**config.mk**
```make
export PLATFORM = sky130hd
export DESIGN_NAME = ladybird_progbuf
export DESIGN_NICKNAME = d
export VERILOG_FILES = /design/src/rtl/ladybird_config.sv /design/src/rtl/ladybird_progbuf.sv
export SDC_FILE = /design/constraint.sdc
export NUM_CORES = 1
export LEC_CHECK = 0
export BUFFER_PORTS_ARGS = -buffer_cell sky130_fd_sc_hd__buf_2
export CAP_MARGIN = 40
export CELL_PAD_IN_SITES_DETAIL_PLACEMENT = 0
export CELL_PAD_IN_SITES_GLOBAL_PLACEMENT = 1
export CORE_MARGIN = 8
export CORE_UTILIZATION = 46
export DETAILED_ROUTE_END_ITERATION = 10
export GPL_TIMING_DRIVEN = 0
export PLACE_DENSITY = 0.75
export SLEW_MARGIN = 20
export SYNTH_ARGS = -nofsm -noshare
export SYNTH_HDL_FRONTEND = slang
export SYNTH_SLANG_ARGS = --single-unit
export TNS_END_PERCENT = 50
```
**constraint.sdc**
```tcl
create_clock -name clk -period 2.65 [get_ports clk]
set_clock_uncertainty 0.2 [all_clocks]
set_input_delay 0 -clock clk [delete_from_list [all_inputs] [get_ports clk]]
set_output_delay 0 -clock clk [all_outputs]
set_load 0.01 [all_outputs]
```
**src/rtl/ladybird_config.sv**
```systemverilog
// ladybird_config: shared ladybird widths, instruction constructors and progbuf state encoding
package ladybird_config;
  localparam int XLEN = 32;
  localparam int PROGBUF_DEPTH = 8;
  typedef enum logic [1:0] {PB_IDLE, PB_ISSUE, PB_TAIL, PB_FIN} progbuf_state_e;
  function automatic logic [31:0] NOP();
    return 32'h0000_0013;
  endfunction
  function automatic logic [31:0] EBREAK();
    return 32'h0010_0073;
  endfunction
  function automatic logic [31:0] ADDI(input logic [4:0] rd, input logic [4:0] rs1, input logic [11:0] imm);
    return {imm, rs1, 3'b000, rd, 7'h13};
  endfunction
  function automatic logic [31:0] ADD(input logic [4:0] rd, input logic [4:0] rs1, input logic [4:0] rs2);
    return {7'h00, rs2, rs1, 3'b000, rd, 7'h33};
  endfunction
endpackage

```
**src/rtl/ladybird_progbuf.sv**
```systemverilog
// ladybird_progbuf: debug program buffer replaying stored words followed by an implicit EBREAK
module ladybird_progbuf #(
  parameter int DEPTH = ladybird_config::PROGBUF_DEPTH,
  parameter int XLEN = ladybird_config::XLEN
) (
  input  logic                       clk,
  input  logic                       nrst,
  input  logic                       wr_valid,
  input  logic [$clog2(DEPTH)-1:0]   wr_index,
  input  logic [XLEN-1:0]            wr_data,
  input  logic                       go,
  input  logic [$clog2(DEPTH):0]     go_len,
  input  logic                       abort,
  output logic                       inst_valid,
  input  logic                       inst_ready,
  output logic [XLEN-1:0]            inst,
  output logic                       busy,
  output logic                       done,
  output logic                       aborted
);
  import ladybird_config::*;
  localparam int IW = $clog2(DEPTH);
  localparam int LW = IW + 1;
  progbuf_state_e state;
  logic [IW-1:0] ptr;
  logic [LW-1:0] len;
  logic [LW-1:0] go_len_c;
  logic [XLEN-1:0] mem [DEPTH];
  logic hs;
  logic last;
  assign go_len_c = (go_len > LW'(DEPTH)) ? LW'(DEPTH) : go_len;
  assign hs = inst_valid & inst_ready;
  assign last = {1'b0, ptr} == len - LW'(1);
  assign inst_valid = (state == PB_ISSUE) || (state == PB_TAIL);
  assign inst = (state == PB_ISSUE) ? mem[ptr] : (state == PB_TAIL) ? EBREAK() : NOP();
  assign busy = state != PB_IDLE;
  assign done = state == PB_FIN;
  always_ff @(posedge clk or negedge nrst) begin
    if (!nrst) begin
      state <= PB_IDLE;
      ptr <= '0;
      len <= '0;
      aborted <= 1'b0;
      for (int i = 0; i < DEPTH; i++) mem[i] <= NOP();
    end else begin
      aborted <= 1'b0;
      case (state)
        PB_IDLE: begin
          if (wr_valid && int'(wr_index) < DEPTH) mem[wr_index] <= wr_data;
          if (go) begin
            len <= go_len_c;
            ptr <= '0;
            state <= (go_len_c == '0) ? PB_TAIL : PB_ISSUE;
          end
        end
        PB_ISSUE: begin
          // abort wins over a handshake landing in the same cycle
          if (abort) begin
            state <= PB_IDLE;
            aborted <= 1'b1;
          end else if (hs) begin
            ptr <= ptr + IW'(1);
            if (last) state <= PB_TAIL;
          end
        end
        PB_TAIL: begin
          if (abort) begin
            state <= PB_IDLE;
            aborted <= 1'b1;
          end else if (hs) state <= PB_FIN;
        end
        default: state <= PB_IDLE;
      endcase
    end
  end
endmodule

```
; After elaboration in Yosys (flattened, before gate mapping)
; Cells that the tools add are included.
[word_totals]
regBits = 266
in_bits = 45
output_inout_bits = 36
word_cells = 65
[classes]
addsub = 2
order_cmp = 4
n_eq_ne = 10
n_mux = 23
bitwise = 3
reduce_logical = 11
[ops]
columns = cell, n
row1 = bitwise mux 256 bit, 1
row2 = 2-to-1 mux 32 bit, 4
row3 = binary-select mux 32 bit (select 3 bit), 1
row4 = demux 32 bit (select 3 bit), 1
row5 = 2-to-1 mux 21 bit, 1
row6 = 2-to-1 mux 2 bit, 7
row7 = 2-to-1 mux 3 bit, 3
row8 = != test 3 bit (second input constant), 3
row9 = >= comparator 4 bit (second input constant), 2
row10 = inverter 3 -> 4 bit, 2
row11 = AND reduction 4 bit, 2
row12 = != test 2 bit (second input constant), 3
row13 = case mux 2 bit (3 select lines), 1
row14 = case mux 3 bit (2 select lines), 1
row15 = equality test 2 bit (second input constant), 2
row16 = equality test 3 x 4 -> 1 bit, 1
row17 = greater-than comparator 4 bit (second input constant), 1
row18 = logical NOT 4 bit, 1
row19 = < comparator 4 x 1 -> 1 bit (second input constant), 1
row20 = 2-to-1 mux 4 bit, 1
row21 = AND reduction 2 bit, 2
row22 = nonzero test 2 bit, 2
row23 = subtractor 4 x 1 -> 4 bit (second input constant), 1
row24 = adder 3 x 1 -> 3 bit (second input constant), 1
row25 = 7 further kinds, 8

; Depth between registers and ports, before layout
[logic_depth]
word_depth = 6
ltp_mapped = 8

; Worst setup path after synthesis
; OpenSTA, ideal clock, no wires.
[synth_timing]
kind = flip-flop to flip-flop
from = reg state[0]
to = reg mem[226] (netlist name)
setup_ns = 0.125
t_arrival_ns = 1.750
required_ns = 2.325
slack_ns = 0.575
stages_incl_launch_ff = 8
synth_period_minus_slack_ns = 2.075
cell_sequence = dfrtp_1 -> inv_1 -> ha_1 -> nand3b_2 -> or3_1 -> buf_6 -> buf_12 -> mux2_4
[synth_between]
elab_chain_len = 2
[synth_rtl]
columns = item, line
row1 = from (decl), ladybird_progbuf.sv:24  ; progbuf_state_e state;
row2 = from (signal assigned), ladybird_progbuf.sv:53  ; state <= (go_len_c == '0) ? PB_TAIL : PB_ISSUE;
row3 = logical NOT 2 bit, ladybird_progbuf.sv:47  ; case (state)
row4 = AND reduction 2 bit (no line), n/a
row5 = to (decl), ladybird_progbuf.sv:28  ; logic [XLEN-1:0] mem [DEPTH];
; No other way between the ends.
; A chain may end at the register's enable or synchronous reset.

; Final worst setup path
[layout_timing]
from = reg state[1]
to = reg mem[55] (netlist name)
; Same word-level chain as after synthesis.

==> results.toml <==
[global_route]
met3_usage_pct = 2.63
use_met1_pct = 24.6
antenna_found_initial = 0
grt_usage_pct = 17.3
busiest_layer = "met2"
grt_max_degree = 95
grt_pass1_wl_um = 45500
grt_pass1_vias = 7815
met2_usage_pct = 28.2
grt_remaining_overflow = 0

[setup_path]
worstSetupStartpointType = "flop"
cp-end-kind = "flop"
startpoint = "state[1]$_DFFE_PN0P_"
r2r-start = "state[1]$_DFFE_PN0P_"
path_class = "reg2reg"
cp_data_required_time_ns = 2.87
path_max_fanout = 10
cp.arrival_ns = 2.82

[layout]
final_cell_mix = "242 x dfrtp_1, 200 x mux2_2, 99 x buf_2"
final_common_cell = "dfrtp_1"
fin_nets = 992
n_antenna_cell = 0
fin_util_pct = 56.1
finalInstanceArea_mm2 = 0.0151
areaGrowthSynthToFinish_pct = 20.1
drive_above_1_share_pct = 55.4

[timing]
min_period_over_period_pct = 97.8
rsz0062_at_grt = "true"
finalSetupViolCount = 0
slew_headroom_pct = 50.6
worst_slew_pin_slew_ns = 0.741
slew_violations = 0
setup_tns_ns = 0
fin_crit_ns = 2.59
hold_slack_ns = 0.115
max_freq_ghz = 0.386
timing.final.hold_violations = 0

[drt]
drc_errors = 0
drt_iter0_drc = 366
wl_um = 27900
first_pass_iters = 4
ant_nets = 0
vias_per_cell = 5.42
vias = 7067
wl_per_cell_um = 21.4

[die]
initial_utilization_pct = 46.7
die_w_um = 181
io_pins = 81
fp.dieArea_mm2 = 0.0328
rows = 60
fp.dieH_um = 181
coreArea_mm2 = 0.0269

[clocking]
htree_levels = 1
cts_buffers = 29
worstSkewPairLatency_ns = 0.54
cts_sinks = 266
tritoncts = "yes"
root_buffer = "clkbuf_16"
clkTransAtPathRegs_ns = 0.06
max-clock-path-buffers = 3

[placement]
gp_congestion = 0.703
dpl.hpwl_um = 17900
dpl_cell_area_mm2 = 0.0135
place.port_buffers = 80

[synth]
syn-cell-area_mm2 = 0.0126
ys_ff_latch = 266
syn_inst = 770
syn_nets = 821
ys_warn_count = 0
async_flop_share_pct = 100
syn_area_per_cell_um2 = 16.3
synth_cell_types = 34
synth_edf_count = 0
ys_seq_area_share_pct = 53.3
ys.flop_type = "dfrtp_1"

[worst_hold_path]
hp-start = "abort"
hold_class = "in2reg"

[pwr]
powerDensity_mw_per_mm2 = 1210
irDropWorstVdd_mv = 0.699
cellLeakagePower_nw = 6.66

[outcome]
status = "complete, no violations"

[run]
maxCapViolations = 0
==> per-layer routing <==
metal | vias up | wire (um)
met4 | 0 | 342
met1 | 3754 | 13400
met2 | 99 | 13300
li1 | 3188 | -
met5 | - | 0
met3 | 26 | 867
==> sequential cells by signal, summed over array words and instances, names as in the netlist <==
register	count
aborted	1
mem	256
state	2
ptr	3
len	4
==> per-stage QoR <==
| stage | power [mW] | setup WS, ns | instances |
|---|---|---|---|
| 2_1_floorplan | 12.2 | 0.575 | 770 |
| 3_3_place_gp | 13.9 | -3.62 | 1191 |
| 3_5_place_dp | 14.1 | 0.0428 | 1195 |
| 4_1_cts | 18.4 | -0.00312 | 1305 |
| 5_1_grt | 19.4 | -0.100 | 1305 |
| 6_report | 18.3 | 0.0572 | 1305 |
==> kinds of logic (layout without fill, tap and decap cells) <==
group,after synthesis,count (layout),share of synthesized area (%)
adder cells (fa/ha/maj),6,6,0.598
buffers and inverters,56,250,2.96
multiplexers,356,356,39.2
XOR/XNOR,4,4,0.279
AO/OA/AOI/OAI,14,14,0.648
AND/OR/NAND/NOR,68,68,3.09
flip-flops,266,266,53.3
==> worst max-delay path, cell delays in order, from the launching register on <==
cell      delay (ns)
dfrtp_1         0.41
inv_1           0.09
ha_1            0.36
nand3b_2        0.19
nor2_1          0.43
buf_2           0.41
mux2_2          0.37
==> area by class of cell <==
| type | count | area (um^2) |
|---|---|---|
| sequential | 266 | 6690 |
| clock inverter | 9 | 98.8 |
| multi-input combinational | 448 | 5520 |
| fill | 2159 | 11800 |
| tap | 341 | 427 |
| buffer | 49 | 429 |
| clock buffer | 45 | 846 |
| inverter | 7 | 26.3 |
| timing repair buffer | 140 | 1040 |
==> worst paths after layout <==
check / to / cells past startpoint / slack, ns
max: mem[55]$_DFFE_PN0P_ / 6 / 0.06
min: aborted$_DFF_PN0_ / 3 / 0.12
max reg2reg: mem[55]$_DFFE_PN0P_ / 6 / 0.06
min reg2reg: mem[45]$_DFFE_PN0P_ / 1 / 0.30
max in group asynchronous: mem[59]$_DFFE_PN0P_ / 5 / 0.53
min in group asynchronous: mem[135]$_DFFE_PN0P_ / 3 / 0.42
==> timing repair <==
item | in CTS | in global routing
setup endpoints to repair | 31 | 186
buffers inserted | 3 | 0
endpoints found under the hold margin | 422 | 0
pin swaps | 0 | 0
gates resized for setup | 29 | 9
hold buffers | 53 | 0
==> report_power, final <==
group / switching (mW) / internal (mW)
Sequential: 1.03 / 6.23
Combinational: 2.77 / 4.27
Clock: 1.60 / 2.38
==> synthesized netlist by cell type, drive strengths merged (6+ instances only) <==
cell type / instances / area, um^2
mux2: 260 / 3150
dfrtp: 242 / 6060
mux4: 64 / 1440
buf: 40 / 312
mux2i: 32 / 320
nor2b: 28 / 175
dfstp: 24 / 631
nor2: 12 / 45.0
clkbuf: 9 / 33.8
nand2: 9 / 33.8
inv: 7 / 26.3
nand2b: 7 / 43.8
a21oi: 6 / 30.0
ha: 6 / 75.1
No activity file was read; power rests on OpenSTA's default activity.
